**config.mk**
```make
export PLATFORM = sky130hd
export DESIGN_NAME = uart_tx_param_flat
export DESIGN_NICKNAME = d
export VERILOG_FILES = /design/src/rtl/uart_pkg.sv /design/src/rtl/uart_tx_param_if.sv /design/src/rtl/uart_tx_fifo.sv /design/src/rtl/uart_tx_param.sv /design/src/flat_wrapper.sv
export SDC_FILE = /design/constraint.sdc
export NUM_CORES = 1
export LEC_CHECK = 0
export ABC_CLOCK_PERIOD_IN_PS = 3250
export BUFFER_PORTS_ARGS = -buffer_cell sky130_fd_sc_hd__buf_2
export CORE_UTILIZATION = 50
export CTS_BUF_LIST = sky130_fd_sc_hd__clkbuf_4
export DETAILED_ROUTE_END_ITERATION = 8
export GPL_ROUTABILITY_DRIVEN = 0
export PLACE_DENSITY = 0.74
export SLEW_MARGIN = 40
export SYNTH_ARGS = -nofsm -noshare
export SYNTH_HDL_FRONTEND = slang
export SYNTH_SLANG_ARGS = --single-unit
export TNS_END_PERCENT = 10
```
**constraint.sdc**
```tcl
create_clock -name clk_in -period 3.25 [get_ports clk_in]
set_clock_uncertainty 0.1 [all_clocks]
set_input_delay 0.325 -clock clk_in [delete_from_list [all_inputs] [get_ports clk_in]]
set_output_delay 0.325 -clock clk_in [all_outputs]
set_load 0.05 [all_outputs]
```
**src/rtl/uart_pkg.sv**
```systemverilog
// uart_pkg: shared types and constants for the UART transmitter
//   tx_state_t : transmitter FSM states (PARITY only with UART_TX_PARITY_EN)
//   PAR_*      : parity_mode encodings (2'b11 also means no parity)
package uart_pkg;

    typedef enum logic [2:0] {
        ST_IDLE   = 3'd0,
        ST_START  = 3'd1,
        ST_DATA   = 3'd2,
`ifdef UART_TX_PARITY_EN
        ST_PARITY = 3'd3,
`endif
        ST_STOP   = 3'd4
    } tx_state_t;

    localparam logic [1:0] PAR_NONE = 2'b00;
    localparam logic [1:0] PAR_ODD  = 2'b01;
    localparam logic [1:0] PAR_EVEN = 2'b10;

endpackage

```
**src/rtl/uart_tx_param_if.sv**
```systemverilog
// uart_tx_param_if: ready/valid word channel into the UART transmitter
//   tx_valid : producer has a word on tx_data
//   tx_data  : word to send, DATA_BITS wide
//   tx_ready : transmitter FIFO can take a word
interface uart_tx_param_if #(
    parameter int DATA_BITS = 8
);

    logic                 tx_valid;
    logic [DATA_BITS-1:0] tx_data;
    logic                 tx_ready;

    modport master (output tx_valid, output tx_data, input tx_ready);
    modport slave  (input tx_valid, input tx_data, output tx_ready);

endinterface

```
**src/rtl/uart_tx_fifo.sv**
```systemverilog
// uart_tx_fifo: synchronous show-ahead FIFO feeding the UART serialiser
//   clk_in, rst : clock and synchronous active-high reset (flushes contents)
//   push, din   : write din when not full
//   pop, dout   : dout is the oldest entry; pop discards it when not empty
//   full, empty : derived from the registered occupancy
//   count       : current occupancy, 0..DEPTH
module uart_tx_fifo #(
    parameter int WIDTH = 8,
    parameter int DEPTH = 16
) (
    input  logic                     clk_in,
    input  logic                     rst,
    input  logic                     push,
    input  logic                     pop,
    input  logic [WIDTH-1:0]         din,
    output logic [WIDTH-1:0]         dout,
    output logic                     full,
    output logic                     empty,
    output logic [$clog2(DEPTH):0]   count
);

    localparam int AW = $clog2(DEPTH);
    localparam int CW = AW + 1;

    logic [WIDTH-1:0] mem_q [DEPTH];
    logic [AW-1:0]    wr_q, wr_d, rd_q, rd_d;
    logic [CW-1:0]    count_q, count_d;
    logic             do_push, do_pop;

    assign full    = count_q == CW'(DEPTH);
    assign empty   = count_q == '0;
    assign do_push = push && !full;
    assign do_pop  = pop && !empty;
    assign dout    = mem_q[rd_q];
    assign count   = count_q;

    // pointers wrap naturally because DEPTH is a power of two
    always_comb begin
        wr_d    = wr_q + AW'(do_push);
        rd_d    = rd_q + AW'(do_pop);
        count_d = count_q + CW'(do_push) - CW'(do_pop);
    end

    always_ff @(posedge clk_in) begin
        if (rst) begin
            wr_q    <= '0;
            rd_q    <= '0;
            count_q <= '0;
        end else begin
            wr_q    <= wr_d;
            rd_q    <= rd_d;
            count_q <= count_d;
        end
    end

    always_ff @(posedge clk_in) begin
        if (do_push) mem_q[wr_q] <= din;
    end

endmodule

```
**src/rtl/uart_tx_param.sv**
```systemverilog
// uart_tx_param: buffered UART transmitter, LSB first, idle-high line
//   clk_in, rst    : clock and synchronous active-high reset
//   baud_tick      : one-cycle pulse per bit period from an external divider
//   tx             : ready/valid word channel (slave side), tx_ready = !full
//   parity_mode    : 00/11 none, 01 odd, 10 even; sampled when a word is popped
//   tx_serial_data : registered serial line
//   tx_busy        : a frame is in progress
//   tx_finish      : one-cycle pulse on the tick closing the last stop bit
//   fifo_count     : FIFO occupancy
// Build option: define UART_TX_PARITY_EN to include the parity bit; without it
// parity_mode is ignored and frames are 1 + DATA_BITS + STOP_BITS ticks.
module uart_tx_param
    import uart_pkg::*;
#(
    parameter int DATA_BITS  = 8,
    parameter int STOP_BITS  = 1,
    parameter int FIFO_DEPTH = 16
) (
    input  logic                          clk_in,
    input  logic                          rst,
    input  logic                          baud_tick,
    uart_tx_param_if.slave                tx,
    input  logic [1:0]                    parity_mode,
    output logic                          tx_serial_data,
    output logic                          tx_busy,
    output logic                          tx_finish,
    output logic [$clog2(FIFO_DEPTH):0]   fifo_count
);

    localparam int BW = $clog2(DATA_BITS);

    tx_state_t            state_q, state_d;
    logic [DATA_BITS-1:0] shift_q, shift_d;
    logic [BW-1:0]        bit_cnt_q, bit_cnt_d;
    logic                 stop_cnt_q, stop_cnt_d;
    logic                 line_q, line_d;
    logic                 busy_q, busy_d;
    logic                 finish_q, finish_d;
    logic                 full, empty, push, pop, last_stop;
    logic [DATA_BITS-1:0] fifo_dout;

`ifdef UART_TX_PARITY_EN
    logic                 par_en_q, par_en_d;
    logic                 par_bit_q, par_bit_d;
`else
    logic                 unused_parity;
    assign unused_parity = ^parity_mode;
`endif

    // ready comes from the registered count, so a full FIFO refuses a push
    // even when a pop happens in the same cycle
    assign tx.tx_ready = !full;
    assign push        = tx.tx_valid && !full;

    uart_tx_fifo #(
        .WIDTH (DATA_BITS),
        .DEPTH (FIFO_DEPTH)
    ) u_fifo (
        .clk_in (clk_in),
        .rst    (rst),
        .push   (push),
        .pop    (pop),
        .din    (tx.tx_data),
        .dout   (fifo_dout),
        .full   (full),
        .empty  (empty),
        .count  (fifo_count)
    );

    // the tick closing the last stop bit can start the next frame directly
    assign last_stop = state_q == ST_STOP && stop_cnt_q == 1'(STOP_BITS - 1);
    assign pop       = baud_tick && !empty && (state_q == ST_IDLE || last_stop);

    always_comb begin
        state_d    = state_q;
        shift_d    = shift_q;
        bit_cnt_d  = bit_cnt_q;
        stop_cnt_d = stop_cnt_q;
        line_d     = line_q;
        finish_d   = baud_tick && last_stop;
`ifdef UART_TX_PARITY_EN
        par_en_d   = par_en_q;
        par_bit_d  = par_bit_q;
`endif
        if (pop) begin
            state_d = ST_START;
            line_d  = 1'b0;
            shift_d = fifo_dout;
`ifdef UART_TX_PARITY_EN
            par_en_d  = parity_mode == PAR_ODD || parity_mode == PAR_EVEN;
            par_bit_d = ^fifo_dout ^ (parity_mode == PAR_ODD);
`endif
        end else if (baud_tick) begin
            case (state_q)
                ST_START: begin
                    state_d   = ST_DATA;
                    line_d    = shift_q[0];
                    shift_d   = shift_q >> 1;
                    bit_cnt_d = '0;
                end
                ST_DATA: begin
                    if (bit_cnt_q == BW'(DATA_BITS - 1)) begin
`ifdef UART_TX_PARITY_EN
                        if (par_en_q) begin
                            state_d = ST_PARITY;
                            line_d  = par_bit_q;
                        end else begin
                            state_d    = ST_STOP;
                            line_d     = 1'b1;
                            stop_cnt_d = 1'b0;
                        end
`else
                        state_d    = ST_STOP;
                        line_d     = 1'b1;
                        stop_cnt_d = 1'b0;
`endif
                    end else begin
                        bit_cnt_d = bit_cnt_q + 1'b1;
                        line_d    = shift_q[0];
                        shift_d   = shift_q >> 1;
                    end
                end
`ifdef UART_TX_PARITY_EN
                ST_PARITY: begin
                    state_d    = ST_STOP;
                    line_d     = 1'b1;
                    stop_cnt_d = 1'b0;
                end
`endif
                ST_STOP: begin
                    if (last_stop) begin
                        state_d = ST_IDLE;
                        line_d  = 1'b1;
                    end else begin
                        stop_cnt_d = stop_cnt_q + 1'b1;
                    end
                end
                default: line_d = 1'b1;
            endcase
        end
        busy_d = state_d != ST_IDLE;
    end

    always_ff @(posedge clk_in) begin
        if (rst) begin
            state_q    <= ST_IDLE;
            shift_q    <= '0;
            bit_cnt_q  <= '0;
            stop_cnt_q <= 1'b0;
            line_q     <= 1'b1;
            busy_q     <= 1'b0;
            finish_q   <= 1'b0;
`ifdef UART_TX_PARITY_EN
            par_en_q   <= 1'b0;
            par_bit_q  <= 1'b0;
`endif
        end else begin
            state_q    <= state_d;
            shift_q    <= shift_d;
            bit_cnt_q  <= bit_cnt_d;
            stop_cnt_q <= stop_cnt_d;
            line_q     <= line_d;
            busy_q     <= busy_d;
            finish_q   <= finish_d;
`ifdef UART_TX_PARITY_EN
            par_en_q   <= par_en_d;
            par_bit_q  <= par_bit_d;
`endif
        end
    end

    assign tx_serial_data = line_q;
    assign tx_busy        = busy_q;
    assign tx_finish      = finish_q;

endmodule
```
**src/flat_wrapper.sv**
```systemverilog
// flat-port wrapper written by rule: the top's interface ports become plain ports
module uart_tx_param_flat import uart_pkg::*;
#(
    parameter int DATA_BITS  = 8,
    parameter int STOP_BITS  = 1,
    parameter int FIFO_DEPTH = 16
)
  (clk_in, rst, baud_tick, parity_mode, tx_serial_data, tx_busy, tx_finish, fifo_count, tx_tx_valid, tx_tx_data, tx_tx_ready);
  uart_tx_param_if #(.DATA_BITS(DATA_BITS)) tx_i ();
  input  logic clk_in;
  input  logic rst;
  input  logic baud_tick;
  input  logic [1:0] parity_mode;
  output logic tx_serial_data;
  output logic tx_busy;
  output logic tx_finish;
  output logic [$clog2(FIFO_DEPTH):0] fifo_count;
  input wire logic [$bits(tx_i.tx_valid)-1:0] tx_tx_valid;
  input wire logic [$bits(tx_i.tx_data)-1:0] tx_tx_data;
  output wire logic [$bits(tx_i.tx_ready)-1:0] tx_tx_ready;
  assign tx_i.tx_valid = tx_tx_valid;
  assign tx_i.tx_data = tx_tx_data;
  assign tx_tx_ready = tx_i.tx_ready;
  uart_tx_param #(.DATA_BITS(DATA_BITS), .STOP_BITS(STOP_BITS), .FIFO_DEPTH(FIFO_DEPTH)) u_core (.clk_in(clk_in), .rst(rst), .baud_tick(baud_tick), .tx(tx_i), .parity_mode(parity_mode), .tx_serial_data(tx_serial_data), .tx_busy(tx_busy), .tx_finish(tx_finish), .fifo_count(fifo_count));
endmodule
```
==> impl_metrics.yaml, run 1 <==
routing:
  ant_nets: 0
  dr.first_iter.drc_count: 282
  firstDrtPassIters: 5
  wl_per_cell_um: 20.27
  vias: 3652
  drc: 0
  viasPerCell: 5.751
  postRouteWirelength_mm: 12.87
clocking:
  clockRootBuffer: "clkbuf_4"
  clock-sinks: 159
  htree_levels: 4
  clk_latency_ns: 0.55
  cts-buffers-inserted: 17
  clk_pin_slew_ns: 0.12
  cts_tree: "yes"
  clockBufferDepth: 2
status:
  status: "finished, final reports clean"
power_and_ir_drop:
  peakVddDrop_mv: 0.4896
  power.density_nw_per_um2: 648.0
  p_leak_nw: 2.374
sta:
  rsz0062_at_grt: "no"
  slew_headroom_pct: 53.47
  finalMaxSlewViolations: 0
  fin_setup_tns_ns: 0
  finalSetupViolations: 0
  worstMarginPinSlew_ns: 0.6979
  hold_violations: 0
  post-route-period-util_pct: 81.50
  max_freq_mhz: 377.5
  fin_crit_ns: 2.649
layout:
  diodes: 0
  design_area_um2: 7243
  syn2layout_area_growth_pct: 11.78
  final_nets: 475
  layout-drive-gt1-share_pct: 24.62
place:
  port_buffers: 20
  placed_area_um2: 6882
  hpwlAfterDp_mm: 7.960
global_route:
  antenna_found_initial: 0
  grt.total_usage_pct: 21.64
  grt_pass1_wl_mm: 20.34
  grt_max_degree: 33
  grt_pass1_vias: 3621
  grt-ovfl-total: 0
floorplanning:
  die_height_um: 115.8
  fp.dieW_um: 115.8
  dieArea_um2: 13420
  num_rows: 41
  io_pins: 23
  initial_utilization_pct: 51.35
  fp.coreArea_um2: 12620
synthesis:
  synth_nets: 426
  synth_top_area_share_pct: 59.32
  synth_flop_cell: "edfxtp_1"
  async_flop_share_pct: 0
  seq_area_frac_synth_pct: 68.89
  synth.avg_cell_area_um2: 16.16
  ys_seq_elements: 159
  synth_cell_types: 47
  synth-edff-count: 128
  yosysWarnings: 0
  netlist_area_um2: 6480
  yosys.area.top_type: "edfxtp_1"
  synth.most_common_cell: "edfxtp_1"
  ys_top_cells_by_count: "128 x edfxtp_1, 31 x dfxtp_1, 28 x mux4_2, 27 x nor2_1"
  syn_inst: 401
  synth_area_leaders: "edfxtp_1 59%, mux4_2 9.7%, dfxtp_1 9.6%"
critical_path:
  crit_type: "reg2reg"
  arrival_ns: 2.97
  crit_path_end_kind: "flip-flop"
  worstPathMaxFanout: 3
  worstPathRequired_ns: 3.57
  critical_path.startpoint_type: "flip-flop"
worst_hold_path:
  min_path_type: "in2reg"
job:
  drv_cap: 0
[layout by cell type, fill, tap and decap left out, types with 3 or more instances in the layout]
cell,instances
nor3b_1,3
a211oi_1,3
dfxtp_2,4
nand2_1,11
nand2b_1,7
inv_1,10
or4_1,4
dfxtp_1,27
nor3_1,8
mux4_2,28
nand3_1,14
dlygate4sd3_1,9
xnor2_1,5
a32oi_1,4
a31oi_1,9
nand3b_1,4
buf_4,22
o21ai_0,3
and2_1,3
clkbuf_4,18
edfxtp_1,128
ha_1,10
nor2_1,27
buf_2,20
mux2i_1,12
mux2_2,6
nor2b_1,12
a21oi_1,9
[path summary, 6_finish.rpt]
path / slack [ns] / cells after the start / to / startpoint
max: 0.60 / 13 / u_core.u_fifo.count[4] / u_core.u_fifo.count[2]
min: 0.15 / 2 / u_core.u_fifo.count[1] / rst
max reg2reg: 0.60 / 13 / u_core.u_fifo.count[4] / u_core.u_fifo.count[2]
min reg2reg: 0.38 / 2 / u_core.tx_serial_data / u_core.tx_serial_data
[layout make-up]
cell class / count / area, um^2
flip-flops and latches: 159 / 4469
multi-input cells: 210 / 1874
clock inverters: 14 / 136.4
clock buffers: 18 / 135.1
fillers: 987 / 5376
well taps: 172 / 215.2
repair buffers: 52 / 375.4
inverters: 10 / 37.54
[layer usage]
metal	vias up	GRT usage, %	wire length (um)
met5	-	0	0
met4	0	7.521	164
li1	1662	-	-
met2	113	33.81	6265
met1	1862	29.37	5715
met3	15	6.067	724
[cells by family (layout without fill, tap and decap cells)]
kind of cell | after synthesis | after routing | synth area share (%)
flip-flops | 159 | 159 | 68.89
AO/OA/AOI/OAI | 44 | 44 | 4.711
adder cells (fa/ha/maj) | 11 | 11 | 2.240
XOR/XNOR | 7 | 7 | 0.9461
multiplexers | 46 | 46 | 12.63
buffers and inverters | 32 | 94 | 2.182
AND/OR/NAND/NOR | 102 | 102 | 8.399
[timing repair]
item	in CTS	in global routing
hold buffers	8	1
resized for setup	0	0
setup buffers	0	0
hold endpoints to repair	95	8
[worst max-delay path, cell delays in order, from the launching register on]
cell and delay (ns):
dfxtp_1 0.35, inv_1 0.09, ha_1 0.16, nor4b_1 0.43, or3_1 0.21, nand2_1 0.05, nand2_1 0.06, ha_1 0.15
inv_1 0.05, fa_1 0.37, nor2b_1 0.15, o21bai_1 0.10, a21oi_1 0.16, nor3b_1 0.06
[sequential cells by signal (all words and copies together), names as in the netlist]
register,flops
u_core.u_fifo.wr_q,4
u_core.tx_finish,1
u_core.u_fifo.rd_q,4
u_core.bit_cnt_q,3
u_core.u_fifo.mem_q,128
u_core.state_q,3
u_core.tx_busy,1
u_core.stop_cnt_q,1
u_core.shift_q,8
u_core.u_fifo.count,5
u_core.tx_serial_data,1
[metrics by stage]
step	power [mW]	worst slack [ns]	hold WS (ns)	instances	utilization (%)
finish	4.694	0.6013	0.1453	635	57.40
global route	4.937	0.2832	0.1158	635	57.40
CTS	4.731	0.5957	0.001468	634	57.32
detailed placement	3.619	0.6212	0.3605	594	54.53
global placement	3.576	0.6885	0.3431	594	54.50
floorplan	3.321	0.02443	0.2966	401	-
[power breakdown]
group | internal (mW) | switching, mW
Sequential | 2.34 | 0.159
Clock | 0.402 | 0.714
Combinational | 0.474 | 0.603
Total | 3.22 | 1.48
Note: power is estimated with default switching activity, not from simulation.
==> run 2: changes to the inputs <==
--- a/config.mk
+++ b/config.mk
@@ -5,13 +5,14 @@
 export SDC_FILE = /design/constraint.sdc
 export NUM_CORES = 1
 export LEC_CHECK = 0
-export ABC_CLOCK_PERIOD_IN_PS = 3250
+export ABC_AREA = 1
+export ABC_CLOCK_PERIOD_IN_PS = 2290
 export BUFFER_PORTS_ARGS = -buffer_cell sky130_fd_sc_hd__buf_2
 export CORE_UTILIZATION = 50
 export CTS_BUF_LIST = sky130_fd_sc_hd__clkbuf_4
 export DETAILED_ROUTE_END_ITERATION = 8
 export GPL_ROUTABILITY_DRIVEN = 0
-export PLACE_DENSITY = 0.74
+export PLACE_DENSITY = 0.76
 export SLEW_MARGIN = 40
 export SYNTH_ARGS = -nofsm -noshare
 export SYNTH_HDL_FRONTEND = slang
==> constraint.sdc (replaced) <==
create_clock -name clk_in -period 2.29 [get_ports clk_in]
set_clock_uncertainty 0.1 [all_clocks]
set_input_delay 0.229 -clock clk_in [delete_from_list [all_inputs] [get_ports clk_in]]
set_output_delay 0.229 -clock clk_in [all_outputs]
set_load 0.05 [all_outputs]
==> impl_metrics.yaml, run 2 <==
status:
  status: "finished, final reports clean"
power_and_ir_drop:
  peakVddDrop_mv: 0.4825
  totalPowerFinal_mw: 7.446
  p_leak_nw: 3.360
  power.density_nw_per_um2: 955.0
critical_path:
  worstPathMaxFanout: 3
  path_cells: "inv_4 -> ha_4 -> nand4_1 -> nand2_1 -> inv_2 -> nor2_4 -> inv_2 -> nand2_2 -> ha_4 -> inv_2 -> fa_2 -> o31ai_4 -> o21ai_1 -> a21oi_1"
  slowest_stage: "fa_2"
  max_stage_delay_ns: 0.38
  crit_type: "reg2reg"
  ff2ff_setup_slack_ns: 0.09
  path_buf_inv: 4
  critical_path.startpoint_type: "flip-flop"
  crit_top_cell: "inv_2"
  worstPathRequired_ns: 2.69
  crit_path_end_kind: "flip-flop"
  path_delay_family: "adder cells"
  arrival_ns: 2.60
synthesis:
  synth-edff-count: 128
  synth_cell_types: 27
  yosys.area.top_type: "edfxtp_1"
  ys_top_cells_by_count: "210 x nand2_1, 128 x edfxtp_1, 121 x inv_1, 118 x nand3_1, 35 x nor2_1"
  netlist_area_um2: 7018
  synth.avg_cell_area_um2: 9.614
  async_flop_share_pct: 0
  synth.most_common_cell: "nand2_1"
  synth_nets: 755
  synth_top_area_share_pct: 54.77
  ys_seq_elements: 159
  yosysWarnings: 0
  synth_flop_cell: "edfxtp_1"
  syn_inst: 730
  synth_area_leaders: "edfxtp_1 55%, nand2_1 11%, dfxtp_1 8.8%"
  seq_area_frac_synth_pct: 63.61
routing:
  viasPerCell: 5.246
  vias: 5041
  postRouteWirelength_mm: 14.81
  ant_nets: 0
  wl_per_cell_um: 15.41
  drc: 0
  firstDrtPassIters: 5
  dr.first_iter.drc_count: 324
layout:
  finalNonFillerCells: 961
  layout-drive-gt1-share_pct: 12.99
  regMostFlops: "u_core.u_fifo.mem_q"
  layout_commonest_cell: "nand2_1"
  diodes: 0
  final_nets: 799
  largest_reg_flops: 128
  syn2layout_area_growth_pct: 11.09
  mostFrequentLayoutCells: "208 x nand2_1, 128 x edfxtp_1, 118 x nand3_1"
global_route:
  grt_pass1_wl_mm: 24.21
  grt_pass1_vias: 4935
  antenna_found_initial: 0
  grt.total_usage_pct: 22.28
  grt_max_degree: 66
  grt-ovfl-total: 0
worst_hold_path:
  min_path_type: "in2reg"
floorplanning:
  die_height_um: 120.5
  fp.coreArea_um2: 13450
  fp.dieW_um: 120.5
  num_rows: 42
  initial_utilization_pct: 52.17
  io_pins: 23
  dieArea_um2: 14510
sta:
  fin_crit_ns: 2.204
  post-route-period-util_pct: 96.26
  max_freq_mhz: 453.7
  finalMaxSlewViolations: 0
  hold_violations: 0
  slew_headroom_pct: 53.98
  fin_setup_tns_ns: 0
  worstMarginPinSlew_ns: 0.6903
  finalSetupViolations: 0
clocking:
  htree_levels: 4
  clk_latency_ns: 0.57
  clockBufferDepth: 2
  cts_tree: "yes"
  clockRootBuffer: "clkbuf_4"
  cts-buffers-inserted: 17
  clock-sinks: 159
  clk_pin_slew_ns: 0.12
job:
  drv_cap: 0
place:
  placed_cells: 918
  port_buffers: 20
  hpwlAfterDp_mm: 9.445
run 2: changes by cell type after synthesis, sizes merged, moves of 7 or more:
cell	before	now
nand2	11	210
mux2i	12	0
nor2b	12	0
mux4	28	0
inv	10	125
nand3	14	119
nand2b	7	0
buf	8	25
clkbuf	14	5
nor3	8	0
a31oi	9	1
nor2	27	38
run 2: final timing paths:
path,endpoint,cells past startpoint,start
setup / recovery,u_core.u_fifo.count[4],14,u_core.u_fifo.count[2]
hold / removal,u_core.u_fifo.count[0],8,tx_tx_valid
setup reg to reg,u_core.u_fifo.count[4],14,u_core.u_fifo.count[2]
hold reg to reg,u_core.tx_finish,1,u_core.stop_cnt_q
run 2: per-stage QoR:
step | hold slack [ns] | util (%) | setup WS (ns) | instance area (um^2)
detailed placement | 0.3694 | 54.98 | 0.06628 | 7396
global placement | 0.3551 | 54.98 | 0.1155 | 7396
global route | 0.1879 | 57.95 | -0.01269 | 7796
floorplan | 0.2279 | - | -0.4352 | 7064
CTS | 0.09773 | 57.56 | 0.03118 | 7744
finish | 0.1830 | 57.95 | 0.08566 | 7796
run 2: worst register-to-register path, stage by stage, from the launching register on:
cell and delay, ns:
dfxtp_4 0.37, inv_4 0.06, ha_4 0.13, nand4_1 0.09
nand2_1 0.09, inv_2 0.06, nor2_4 0.11, inv_2 0.05
nand2_2 0.07, ha_4 0.14, inv_2 0.04, fa_2 0.38
o31ai_4 0.20, o21ai_1 0.10, a21oi_1 0.16
run 2: cell type report:
class                      instances  area [um^2]
timing repair buffer              55        400.4
fill                            1185         5657
clock buffer                      20        150.1
multi-input combinational        415         1972
inverter                         126        478.0
clock inverter                    10        97.59
sequential                       159         4478
tap                              176        220.2
run 2: cell families (layout without fill, tap and decap cells):
kind of cell / after synthesis / after routing / synth area share (%)
xor+xnor: 4 / 4 / 0.4993
flops: 159 / 159 / 63.61
simple gates: 373 / 373 / 22.46
fa+ha+maj: 11 / 11 / 2.068
compound gates: 27 / 27 / 2.229
buf+inv: 156 / 211 / 9.128
run 2: power by group:
| group | leakage [nW] | switching (mW) | internal, mW |
|---|---|---|---|
| Sequential | 1.41 | 0.129 | 3.35 |
| Combinational | 1.81 | 1.65 | 0.769 |
| Clock | 0.138 | 0.893 | 0.651 |
| Total | 3.36 | 2.68 | 4.77 |
run 2: routing by layer:
metal	vias up	part of all wire (%)	track usage (%)	wire length (um)
li1	2447	-	-	-
met1	2391	40	27.47	5903
met2	168	51	37.28	7539
met3	35	6.4	5.189	949
met4	0	2.8	10.11	416
met5	-	0	0	0
run 2: repair_timing:
action | 4_1_cts | 5_1_grt
buffers inserted | 0 | 3
endpoints found under the hold margin | 152 | 0
endpoints found under the setup margin | 0 | 1
hold buffers | 10 | 0
gates resized for setup | 0 | 7
